`config.mk`:
```
export PLATFORM = sky130hd
export DESIGN_NAME = hazard_fwd_unit
export DESIGN_NICKNAME = d
export VERILOG_FILES = /design/src/rtl/hazard_fwd_unit.sv
export SDC_FILE = /design/constraint.sdc
export NUM_CORES = 1
export LEC_CHECK = 0
export CORE_MARGIN = 4
export CORE_UTILIZATION = 40
export DETAILED_ROUTE_END_ITERATION = 10
export PLACE_DENSITY = 0.67
export RECOVER_POWER = 25
export SLEW_MARGIN = 20
export SYNTH_ARGS = -nofsm -noshare
export SYNTH_HDL_FRONTEND = slang
export SYNTH_SLANG_ARGS = --single-unit
```
`constraint.sdc`:
```
create_clock -name clk -period 1.9 [get_ports clk]
set_clock_uncertainty 0.2 [all_clocks]
set_input_delay 0.38 -clock clk [delete_from_list [all_inputs] [get_ports clk]]
set_output_delay 0.38 -clock clk [all_outputs]
set_load 0.01 [all_outputs]
```
`src/rtl/hazard_fwd_unit.sv`:
```
`default_nettype none
// ============================================================================
// Module   : hazard_fwd_unit
// Purpose  : Forwarding and load-use hazard unit for a 5-stage MIPS pipeline.
//            Tracks the EX/MEM/WB destination registers and write/load flags,
//            drives the EX operand forwarding selects and raises a stall
//            for load-use hazards with a saturating stall counter.
// Revision : 1.0 - initial release
// ============================================================================
module hazard_fwd_unit #(
    parameter int REG_W = 5,
    parameter int CNT_W = 16
) (
    input  logic             clk,
    input  logic             rst,
    input  logic             id_valid,
    input  logic [REG_W-1:0] id_rs,
    input  logic [REG_W-1:0] id_rt,
    input  logic             id_uses_rs,
    input  logic             id_uses_rt,
    input  logic [REG_W-1:0] id_dest,
    input  logic             id_reg_write,
    input  logic             id_mem_read,
    input  logic             flush,
    output logic             stall,
    output logic [1:0]       fwd_a_sel,
    output logic [1:0]       fwd_b_sel,
    output logic [CNT_W-1:0] stall_count
);

    localparam logic [1:0]       c_SEL_REGFILE = 2'b00;
    localparam logic [1:0]       c_SEL_EXMEM   = 2'b01;
    localparam logic [1:0]       c_SEL_MEMWB   = 2'b10;
    localparam logic [REG_W-1:0] c_ZERO_REG    = '0;
    localparam logic [CNT_W-1:0] c_CNT_MAX     = '1;

    // EX-stage tracking
    logic [REG_W-1:0] r_ex_rs_q,      w_ex_rs_d;
    logic [REG_W-1:0] r_ex_rt_q,      w_ex_rt_d;
    logic             r_ex_uses_rs_q, w_ex_uses_rs_d;
    logic             r_ex_uses_rt_q, w_ex_uses_rt_d;
    logic [REG_W-1:0] r_ex_dest_q,    w_ex_dest_d;
    logic             r_ex_rw_q,      w_ex_rw_d;
    logic             r_ex_mr_q,      w_ex_mr_d;
    // MEM / WB tracking
    logic [REG_W-1:0] r_mem_dest_q,   w_mem_dest_d;
    logic             r_mem_rw_q,     w_mem_rw_d;
    logic [REG_W-1:0] r_wb_dest_q,    w_wb_dest_d;
    logic             r_wb_rw_q,      w_wb_rw_d;
    // stall statistics
    logic [CNT_W-1:0] r_stall_count_q, w_stall_count_d;

    logic w_stall;
    logic w_ex_load_id;

    // Selects the forwarding source for one EX operand; MEM beats WB because
    // it holds the younger producer, and $0 is never forwarded.
    function automatic logic [1:0] f_fwd_sel(
        input logic             uses,
        input logic [REG_W-1:0] src,
        input logic             mem_rw,
        input logic [REG_W-1:0] mem_dest,
        input logic             wb_rw,
        input logic [REG_W-1:0] wb_dest
    );
        logic [1:0] sel;
        sel = c_SEL_REGFILE;
        if (uses && mem_rw && (mem_dest != c_ZERO_REG) && (mem_dest == src)) begin
            sel = c_SEL_EXMEM;
        end else if (uses && wb_rw && (wb_dest != c_ZERO_REG) && (wb_dest == src)) begin
            sel = c_SEL_MEMWB;
        end
        return sel;
    endfunction

    // Load-use detection: a load in EX feeding a live, unflushed ID reader
    always_comb begin
        w_stall = id_valid && !flush && r_ex_mr_q && r_ex_rw_q &&
                  (r_ex_dest_q != c_ZERO_REG) &&
                  ((id_uses_rs && (r_ex_dest_q == id_rs)) ||
                   (id_uses_rt && (r_ex_dest_q == id_rt)));
    end

    // Next-state for the pipeline tracking registers and the stall counter
    always_comb begin
        w_ex_load_id    = id_valid && !w_stall && !flush;
        // a bubble carries all-zero fields so it can never match anything
        w_ex_rs_d       = w_ex_load_id ? id_rs        : c_ZERO_REG;
        w_ex_rt_d       = w_ex_load_id ? id_rt        : c_ZERO_REG;
        w_ex_uses_rs_d  = w_ex_load_id && id_uses_rs;
        w_ex_uses_rt_d  = w_ex_load_id && id_uses_rt;
        w_ex_dest_d     = w_ex_load_id ? id_dest      : c_ZERO_REG;
        w_ex_rw_d       = w_ex_load_id && id_reg_write;
        w_ex_mr_d       = w_ex_load_id && id_mem_read;
        w_mem_dest_d    = r_ex_dest_q;
        w_mem_rw_d      = r_ex_rw_q;
        w_wb_dest_d     = r_mem_dest_q;
        w_wb_rw_d       = r_mem_rw_q;
        w_stall_count_d = r_stall_count_q;
        if (w_stall && (r_stall_count_q != c_CNT_MAX)) begin
            w_stall_count_d = r_stall_count_q + 1'b1;
        end
    end

    // Pipeline tracking and counter registers with synchronous reset
    always_ff @(posedge clk) begin
        if (rst) begin
            r_ex_rs_q       <= c_ZERO_REG;
            r_ex_rt_q       <= c_ZERO_REG;
            r_ex_uses_rs_q  <= 1'b0;
            r_ex_uses_rt_q  <= 1'b0;
            r_ex_dest_q     <= c_ZERO_REG;
            r_ex_rw_q       <= 1'b0;
            r_ex_mr_q       <= 1'b0;
            r_mem_dest_q    <= c_ZERO_REG;
            r_mem_rw_q      <= 1'b0;
            r_wb_dest_q     <= c_ZERO_REG;
            r_wb_rw_q       <= 1'b0;
            r_stall_count_q <= '0;
        end else begin
            r_ex_rs_q       <= w_ex_rs_d;
            r_ex_rt_q       <= w_ex_rt_d;
            r_ex_uses_rs_q  <= w_ex_uses_rs_d;
            r_ex_uses_rt_q  <= w_ex_uses_rt_d;
            r_ex_dest_q     <= w_ex_dest_d;
            r_ex_rw_q       <= w_ex_rw_d;
            r_ex_mr_q       <= w_ex_mr_d;
            r_mem_dest_q    <= w_mem_dest_d;
            r_mem_rw_q      <= w_mem_rw_d;
            r_wb_dest_q     <= w_wb_dest_d;
            r_wb_rw_q       <= w_wb_rw_d;
            r_stall_count_q <= w_stall_count_d;
        end
    end

    // Operand forwarding selects, derived from the current EX/MEM/WB contents
    always_comb begin
        fwd_a_sel = f_fwd_sel(r_ex_uses_rs_q, r_ex_rs_q, r_mem_rw_q, r_mem_dest_q,
                              r_wb_rw_q, r_wb_dest_q);
        fwd_b_sel = f_fwd_sel(r_ex_uses_rt_q, r_ex_rt_q, r_mem_rw_q, r_mem_dest_q,
                              r_wb_rw_q, r_wb_dest_q);
    end

    assign stall       = w_stall;
    assign stall_count = r_stall_count_q;

endmodule
`default_nettype wire
```
# After elaboration in Yosys (flattened, before gate mapping)
# Cells that the tools add are included.
[classes]
n_eq_ne = 7
mux = 4
add_sub_neg = 1
n_reduce_logical = 33
bitwise_logic = 1
[op_table]
columns = ["operator", "n"]
rows = [
  ["5-bit equality test", 6],
  ["1-bit logical AND", 26],
  ["16-bit by 1-bit adder with 16-bit output (second input constant)", 1],
  ["16-bit inequality test (second input constant)", 1],
  ["5-bit nonzero test", 3],
  ["2-bit two-way mux", 4],
  ["1-bit logical NOT", 2],
  ["2-bit OR reduction", 1],
  ["1-bit logical OR", 1],
  ["1-bit NOT", 1],
]
[totals]
wordCells = 58
in_bits = 23
ff_bits = 47

# Longest topological paths before layout
# Gate-level depths: netlist (run 1).
[depth]
depth_word = 11
mapped_depth = 7
ltp_nobuf = 5

# Worst setup path before layout (run 1)
# Ideal clock, no wire load.
[synth_path]
path_type = "register -> output"
from = "reg r_mem_dest_q[0]"
to = "out fwd_a_sel[1]"
path_stages_with_launch = 5
required_time_ps = 1320
arrival_ps = 1420
setup_slack_ps = -100
path_cell_list = "dfxtp_1 > or4_1 > o21ai_1 > nor3_1 > nor3_1"
[synth_between]
elab_chain_cells = 4
word_cells_on_any_way = 5
[synth_rtl]
columns = ["element", "line_no", "source"]
rows = [
  ["from (decl)", "46", "logic [REG_W-1:0] r_mem_dest_q, w_mem_dest_d;"],
  ["from (signal assigned)", "115", "r_mem_dest_q <= c_ZERO_REG;"],
  ["from (signal assigned)", "128", "r_mem_dest_q <= w_mem_dest_d;"],
  ["5-bit nonzero test", "68", "if (uses && mem_rw && (mem_dest != c_ZERO_REG) && (mem_dest == src)) begin"],
  ["1-bit logical AND", "68", ""],
  ["1-bit logical AND (*)", "68", ""],
  ["2-bit two-way mux (*)", "68", ""],
  ["to (decl)", "26", "output logic [1:0] fwd_a_sel,"],
]
# Every way passes the cells marked *; elsewhere a longest branch is shown, timed or not.

# Worst setup path after layout (run 1)
[layout_path]
from = "reg r_mem_dest_q[0]"
to = "out fwd_b_sel[1]"
[layout_between]
elab_chain_cells = 4
word_cells_on_any_way = 5
[layout_rtl]
columns = ["element", "line_no", "source"]
rows = [
  ["5-bit nonzero test", "68", ""],
  ["1-bit logical AND", "68", ""],
  ["1-bit logical AND (*)", "68", ""],
  ["2-bit two-way mux (*)", "68", ""],
  ["to (decl)", "27", "output logic [1:0] fwd_b_sel,"],
]
# Marks and branches as above.

==> impl_results.md, run 1 <==
- Grt total ovfl: 0
- Post-Synth Simple-Gate Area: a little under a third
- Hold crit path type: in -> reg
- First-pass GRT wire length: approximately 12 mm
- Starting Density: 42.12%
- Logic pwr share: between 10% and 20%
- Synth Area in XOR/XNOR: about an eighth
- Post-Place Cells: 400
- Layout cell share with drive strength beyond 1: about half
- FMAX: 0.4416 GHz
- Hold wc startpoint: id_rs[0]
- Longest Clk Path Bufs: 2
- Failing checks: setup timing
- Worst-path clk slew: around 0.090 ns
- Synth warn: 0
- Crit end category: output pin
- CP max FO: 2
- Main flop type after synthesis: dfxtp_1
- Final worst setup slack: -0.3643 ns
- Vias/cell: roughly 5.5
- Synth Area in Adders: 0.5672%
- Port bufs: 43
- Fin. Hold Viols: 0
- Die Y: slightly above 80 um
- Nets: 386
- Tcrit/Tclk final: 119.2%
- Syn avg cell area: 9.307 um2
- Vias in the first global route: around 2400
- Startpoint types: flop
- Cell Area, Synth: between 2000 and 2500 um2
- Hold-fix buffers, CTS: 0
- Asr flop ratio synth: 0%
- Pwr dens: 474.6 nW/um2
- Routed wire length: roughly 8.6 mm
- DR pass1 iterations: 4
- Drt wl/cell: ~20 um
- Final setup viols: 40
- Mux cell area share after synthesis: between 5 and 6%
- Maximum VDD drop: about 0.0004 V
- Cts bufs inserted: 5
- Post-synth cell types: 37
- Slew at the pin with the worst max-slew slack: about 0.55 ns
- Hold endpoint: r_ex_rs_q[0]$_SDFF_PP0_
- Clock share of power: 35.1%
- Status: complete, but fails checks
- H-tree levels: 2
- Clock sink count: 47
- DRC errors left: 0
- EDFF count, synth: 0
- Core area: ~5200 um2
- Routability cong.: 0.8475
- Final non-filler cell total: approximately 430
- Antenna violations before repair: 0
- Net Sw Power: about 500 uW
- Largest net degree at the start of global routing: 27
- R2R depth: 6
- Crit path time final: 2.264 ns
- Area delta synth->final: 84.40%
- Slew Limit Fails: 0
- Detailed router's first-iteration violation count: approximately 160
- Largest family of logic cells by synthesized area: simple AND/OR/NAND/NOR gates
- Net Sw Frac: between 20% and 30%
- Post-synthesis register bit count: 47
- Post-layout util: between 70 and 80%
- Vias: ~2400
- Die area: 6767 um2
- Compound-cell area share of the yosys netlist: under 10%
- Register area share after synthesis: between 40 and 50%
- FP Rows: 26
- Worst EP arrival: approximately 1.7 ns
- Relative slew slack: 63.57%
- I/O Pins: 44
- CTS tree: yes
- Hold Path Cell Cnt: 2
- Leakage power: 0.001767 uW
- Crit path kind: reg -> out
- Root buffer cell: clkbuf_8
- Pre-CTS setup slack: -0.7902 ns
- RSZ-0062 raised after global routing: yes
- Reg2reg setup slack: -0.25 ns
- Post-synthesis cell count: between 200 and 250
- Worst EP required: around 1.3 ns
- Total GRT Usage: between 20% and 30%
- Antenna Nets Post-Route: 0
- Max-Cap Viols: 0
- Int Pwr: 1430 uW
- Skew-Pair Late Insertion Delay: 0.31 ns
- Antenna Cells: 0
- Post-DP HPWL: 4.163 mm
- Die Wd: between 80 and 90 um
- Register share of total power: 52.3%
- Critical R2R Capture: stall_count[13]$_SDFFE_PP0P_
- FF-to-FF Start: r_ex_dest_q[0]$_SDFF_PP0_
- Syn nets: approximately 260
==> how the worst max path moves through the flow <==
stage	from	to	slack (ns)
floorplan	id_rs[4]	stall_count[8]$_SDFFE_PP0P_	-0.01
global placement	id_rs[4]	stall	-0.74
detailed placement	id_rs[4]	stall	-0.79
CTS	r_mem_dest_q[0]$_SDFF_PP0_	fwd_b_sel[1]	-0.39
global route	r_mem_dest_q[0]$_SDFF_PP0_	fwd_a_sel[1]	-0.41
finish	r_mem_dest_q[0]$_SDFF_PP0_	fwd_b_sel[1]	-0.36
==> flip-flops by register name (all words and copies together), names as in the netlist, 5 cells and up <==
signal        flops
stall_count      16
r_mem_dest_q      5
r_wb_dest_q       5
r_ex_rs_q         5
r_ex_rt_q         5
r_ex_dest_q       5
==> per-layer routing <==
metal / vias to the layer above / part of all wire [%] / track usage, %
met2: 97 / 49 / 36.78
met4: 0 / 3.7 / 8.140
met5: - / 0 / 0
li1: 1088 / - / -
met3: 29 / 5.8 / 4.338
met1: 1168 / 41 / 31.02
==> cells in the final DEF (no fill, tap or decap), types with 4 or more instances in the layout <==
cell type        synthesis  layout
dfxtp_1                 47      34
dfxtp_4                  0       5
dfxtp_2                  0       8
xor2_1                   8       8
xnor2_1                 22      11
nor2b_1                 21      21
dlygate4sd2_1            0      16
nand4_1                 11      11
and2_4                   0       9
mux2_4                   0       8
nor3_4                   0       5
buf_4                    0      57
nor2_4                   0       4
xnor2_2                  0      11
and2_1                  19      10
clkdlybuf4s50_1          0      13
nand2_1                  9       8
buf_6                    1      16
nor3_2                   0       6
clkbuf_8                 0       6
buf_12                   0       4
nor4_4                   0       7
nand3_1                  8       7
dlymetal6s2s_1           0       7
buf_2                    3       4
nor2_1                  16      12
==> cells by family (layout without fill, tap and decap cells) <==
group	after synthesis	count (layout)
AOI/OAI and AO/OA	19	19
xor gates and xnor gates	30	30
adders and majority gates	1	1
buffers and inverters	11	137
DFF	47	47
muxes	10	10
and+or+nand+nor	119	119
==> cells in the mapped netlist (all sizes together) (2+ instances only) <==
cell type / n / share of area [%]
nor2b: 21 / 6.0
mux2: 10 / 5.1
o21ai: 3 / 0.68
nor3: 13 / 2.9
o31ai: 3 / 1.0
or4: 4 / 1.4
nor2: 17 / 3.0
clkbuf: 4 / 0.68
inv: 3 / 0.51
dfxtp: 47 / 43
nor4: 9 / 2.6
xor2: 8 / 3.2
and3: 2 / 0.57
and4: 2 / 0.79
and2: 19 / 5.4
nand4: 11 / 3.1
a21oi: 5 / 1.1
nand2: 9 / 1.5
buf: 4 / 1.2
xnor2: 22 / 8.7
nand3: 8 / 1.8
==> power groups by stage <==
| stage | logic [uW] | registers (uW) | clock network [uW] |
|---|---|---|---|
| after floorplan | 75.9 | 1030 | 0 |
| after CTS | 205 | 1010 | 660 |
| after global routing | 256 | 1010 | 721 |
| after detailed placement | 166 | 1030 | 0 |
| after global placement | 162 | 1030 | 0 |
| final | 243 | 1010 | 677 |
==> worst max-delay path, stage by stage, from the launching register on <==
cell     delay, ns
dfxtp_2       0.33
or4_4         0.54
o21ai_4       0.19
nor3_2        0.07
nor3_2        0.10
buf_2         0.15
==> layout make-up <==
class,instances,area [um2]
clock buffers,6,82.58
clock inverters,2,16.27
fillers,316,1170
inverters,3,11.26
multi-input cells,179,1674
flip-flops and latches,47,969.7
well taps,70,87.58
repair buffers,126,1226
==> timing repair <==
action,CTS,global route
gates cloned,4,1
gates resized for setup,111,61
buffers inserted,16,10
pin swaps,42,29
endpoints found under the setup margin,47,50
==> metrics by stage <==
stage	total power [uW]	setup TNS (ns)	instance area, um2	hold WS (ns)
after floorplan	1108	-0.08005	2258	0.2345
after global placement	1196	-23.47	3164	0.2660
after detailed placement	1200	-25.79	3164	0.2717
after CTS	1873	-5.415	3790	0.2479
after global routing	1989	-9.680	4068	0.2858
final	1930	-7.730	4068	0.2609
Note: power is estimated with default switching activity, not from simulation.
==> inputs of run 2 (changes only) <==
Settings changed: SLEW_MARGIN 20 to default.
==> results of run 2 <==
The final DEF is identical to that of run 1; final timing and power are the same.
==> inputs of run 3 (changes only) <==
Settings changed: CORE_ASPECT_RATIO from default to 1.25.
==> run 3 against run 2 <==
The flow still finishes with violations (setup timing). Power increased by 0.69%. Routed wire length decreased by 15%. First-iteration DRC count decreased by 28%. Clock-buffer cell count unchanged. Hold slack got worse by 0.0052 ns. Sequential cell count unchanged. Die area increased by 0.11%. Final cell count decreased by 5.1%.
==> impl_results.md, run 3 (synthesis results as in run 1) <==
- Net Sw Power: 434.1 uW (-13%)
- Area delta synth->final: 78.56%
- Crit path kind: reg -> out
- Cts bufs inserted: 5 (unchanged)
- Critical R2R Capture: stall_count[15]$_SDFFE_PP0P_
- Longest Clk Path Bufs: 2 (unchanged)
- Overall power: 1944 uW (+0.69%)
- Final worst setup slack: -0.4506 ns (-0.08625 ns)
- Worst EP required: 1.32 ns (about the same)
- Core area: 5225 um2 (-0.24%)
- Antenna violations before repair: 0 (unchanged)
- Most used cell, CP: nor3_2
- Nets: 373 (-3.4%)
- Slew Limit Fails: 0 (unchanged)
- M3 GR Usage: 4.641% (+0.30 points)
- Startpoint types: flop
- FF-to-FF Start: r_ex_dest_q[0]$_SDFF_PP0_
- Hold wc startpoint: id_rs[4]
- Max incr delay on CP: 0.55 ns (about the same)
- Register share of total power: 51.9% (-0.4 points)
- Post-DP HPWL: 4.243 mm (+1.9%)
- Crit path time final: 2.351 ns (+0.08625 ns)
- Port bufs: 43 (unchanged)
- Vias/cell: 5.363 (-2.5%)
- Skew-Pair Late Insertion Delay: 0.30 ns (about the same)
- Status: complete, but fails checks
- Slew at the pin with the worst max-slew slack: 0.5958 ns (+0.04933 ns)
- Hold endpoint: r_ex_rs_q[4]$_SDFF_PP0_
- Final Instance Area: 3939 um2 (-3.2%)
- Total GRT Usage: 20.31% (-2.8 points)
- FMAX: 0.4254 GHz (-3.7%)
- Largest net degree at the start of global routing: 31 (+15%)
- Grt total ovfl: 0 (unchanged)
- R2R depth: 8 (+2)
- Crit path cell chain: or4_4, o21ai_4, buf_6, nor3_2, nor3_2, buf_2
- Detailed router's first-iteration violation count: 114 (-28%)
- Most frequent cells in the layout: buf_4 (42), dfxtp_1 (26), nor2b_1 (21)
- Drt wl/cell: 17.65 um (-11%)
- Leakage power: 0.001641 uW (-7.2%)
- CP bufs+invs: 2 (+1)
- Max-Cap Viols: 0 (unchanged)
- Relative slew slack: 60.28% (-3.3 points)
- Starting Density: 42.22% (+0.10 points)
- First-pass GRT wire length: 10.73 mm (-9.2%)
- H-tree levels: 2 (unchanged)
- Crit-path slowest cell: or4_4
- Crit end category: output pin
- Cell family with most CP delay: simple AND/OR/NAND/NOR gates
- Fin. Hold Viols: 0 (unchanged)
- Largest register FFs: 16 (unchanged)
- Final setup viols: 35 (-13%)
- RSZ-0062 raised after global routing: yes
- Die area: 6774 um2 (+0.11%)
- Hold Path Cell Cnt: 2 (unchanged)
- Int Pwr: 1510 uW (+5.6%)
- Die Wd: 74.42 um (-9.5%)
- Antenna Nets Post-Route: 0 (unchanged)
- Hold WS: 0.2557 ns (-0.005205 ns)
- Worst EP arrival: 1.77 ns (+0.09 ns)
- Antenna Cells: 0 (unchanged)
- DRC errors left: 0 (unchanged)
- Failing checks: setup timing
- Clock sink count: 47 (unchanged)
- Setup tns final: -4.621 ns (+3.110 ns)
- Maximum VDD drop: 0.0003700 V (-9.3%)
- Net Sw Frac: 22.33% (-3.6 points)
- Clock share of power: 36.7% (+1.6 points)
- Hold-fix buffers, CTS: 0 (unchanged)
- I/O Pins: 44 (unchanged)
- Layout cell share with drive strength beyond 1: 49.28% (+0.25 points)
- Global routing usage on met1: 23.20% (-7.8 points)
- Reg2reg setup slack: -0.23 ns (+0.02 ns)
- Vias: 2204 (-7.5%)
- Placed instance area: 3079 um2 (-2.7%)
- Root buffer cell: clkbuf_8
- Post-layout util: 75.38% (-2.3 points)
- Worst-path clk slew: 0.09 ns (about the same)
- FP Rows: 29 (+12%)
- CTS tree: yes
- CP max FO: 2 (unchanged)
- Die Y: 91.03 um (+11%)
- Hold crit path type: in -> reg
- Routed wire length: 7.256 mm (-15%)
- Pwr dens: 493.5 nW/um2 (+4.0%)
- Vias in the first global route: 2312 (-1.6%)
- DR pass1 iterations: 4 (unchanged)
- Tcrit/Tclk final: 123.7% (+4.5 points)
- Met2 Use GR: 35.26% (-1.5 points)
- Gr busiest metal: met2
- Logic pwr share: 11.4% (-1.2 points)
- Commonest non-fill, non-tap cell in the layout: buf_4
- Routability cong.: 0.8880 (+4.8%)
run 3: cell count changes in the layout (fill, tap and decap cells not counted), moves of 4 or more:
cell,previous run,this run
and2_1,10,6
and2_4,9,13
buf_4,57,42
buf_6,16,20
dfxtp_1,34,26
dfxtp_2,8,17
xnor2_1,11,18
xnor2_2,11,4
run 3: layout make-up:
class,count,area [um2]
Clock buffer,6,72.57
Clock inverter,1,30.03
Fill cell,332,1286
Inverter,3,11.26
Multi-Input combinational cell,179,1644
Sequential cell,47,977.2
Tap cell,62,77.57
Timing Repair Buffer,113,1126
run 3: worst max path at each step:
stage                                       end  cells after the start                        from
floorplan           stall_count[8]$_SDFFE_PP0P_                      7                    id_rs[4]
global placement                          stall                      6                    id_rs[4]
detailed placement                        stall                      6                    id_rt[2]
CTS                                fwd_a_sel[1]                      6  r_mem_dest_q[3]$_SDFF_PP0_
global route                       fwd_a_sel[1]                      6  r_mem_dest_q[1]$_SDFF_PP0_
finish                             fwd_a_sel[1]                      6  r_mem_dest_q[0]$_SDFF_PP0_
run 3: power by group through the flow:
stage,Combinational (uW),Clock (uW),Sequential [uW]
after floorplan,75.9,0,1030
after global placement,159,0,1030
after detailed placement,162,0,1030
after CTS,205,719,1010
after global routing,237,768,1010
final,222,714,1010
run 3: metrics by stage:
stage	cells	setup slack [ns]
floorplan	237	-0.01384
global placement	382	-0.7944
detailed placement	382	-0.7829
CTS	409	-0.4407
global route	411	-0.5000
finish	411	-0.4506
run 3: timing repair:
action | in CTS | in global routing
setup buffers | 18 | 4
cloned | 4 | 1
endpoints found under the setup margin | 45 | 52
pin swaps | 38 | 24
gates resized for setup | 107 | 72
run 3: routing by layer:
metal,wire length (um),vias to the layer above
met5,0,-
met4,197,0
met3,212,20
met2,3840,49
met1,3005,1075
li1,-,1060
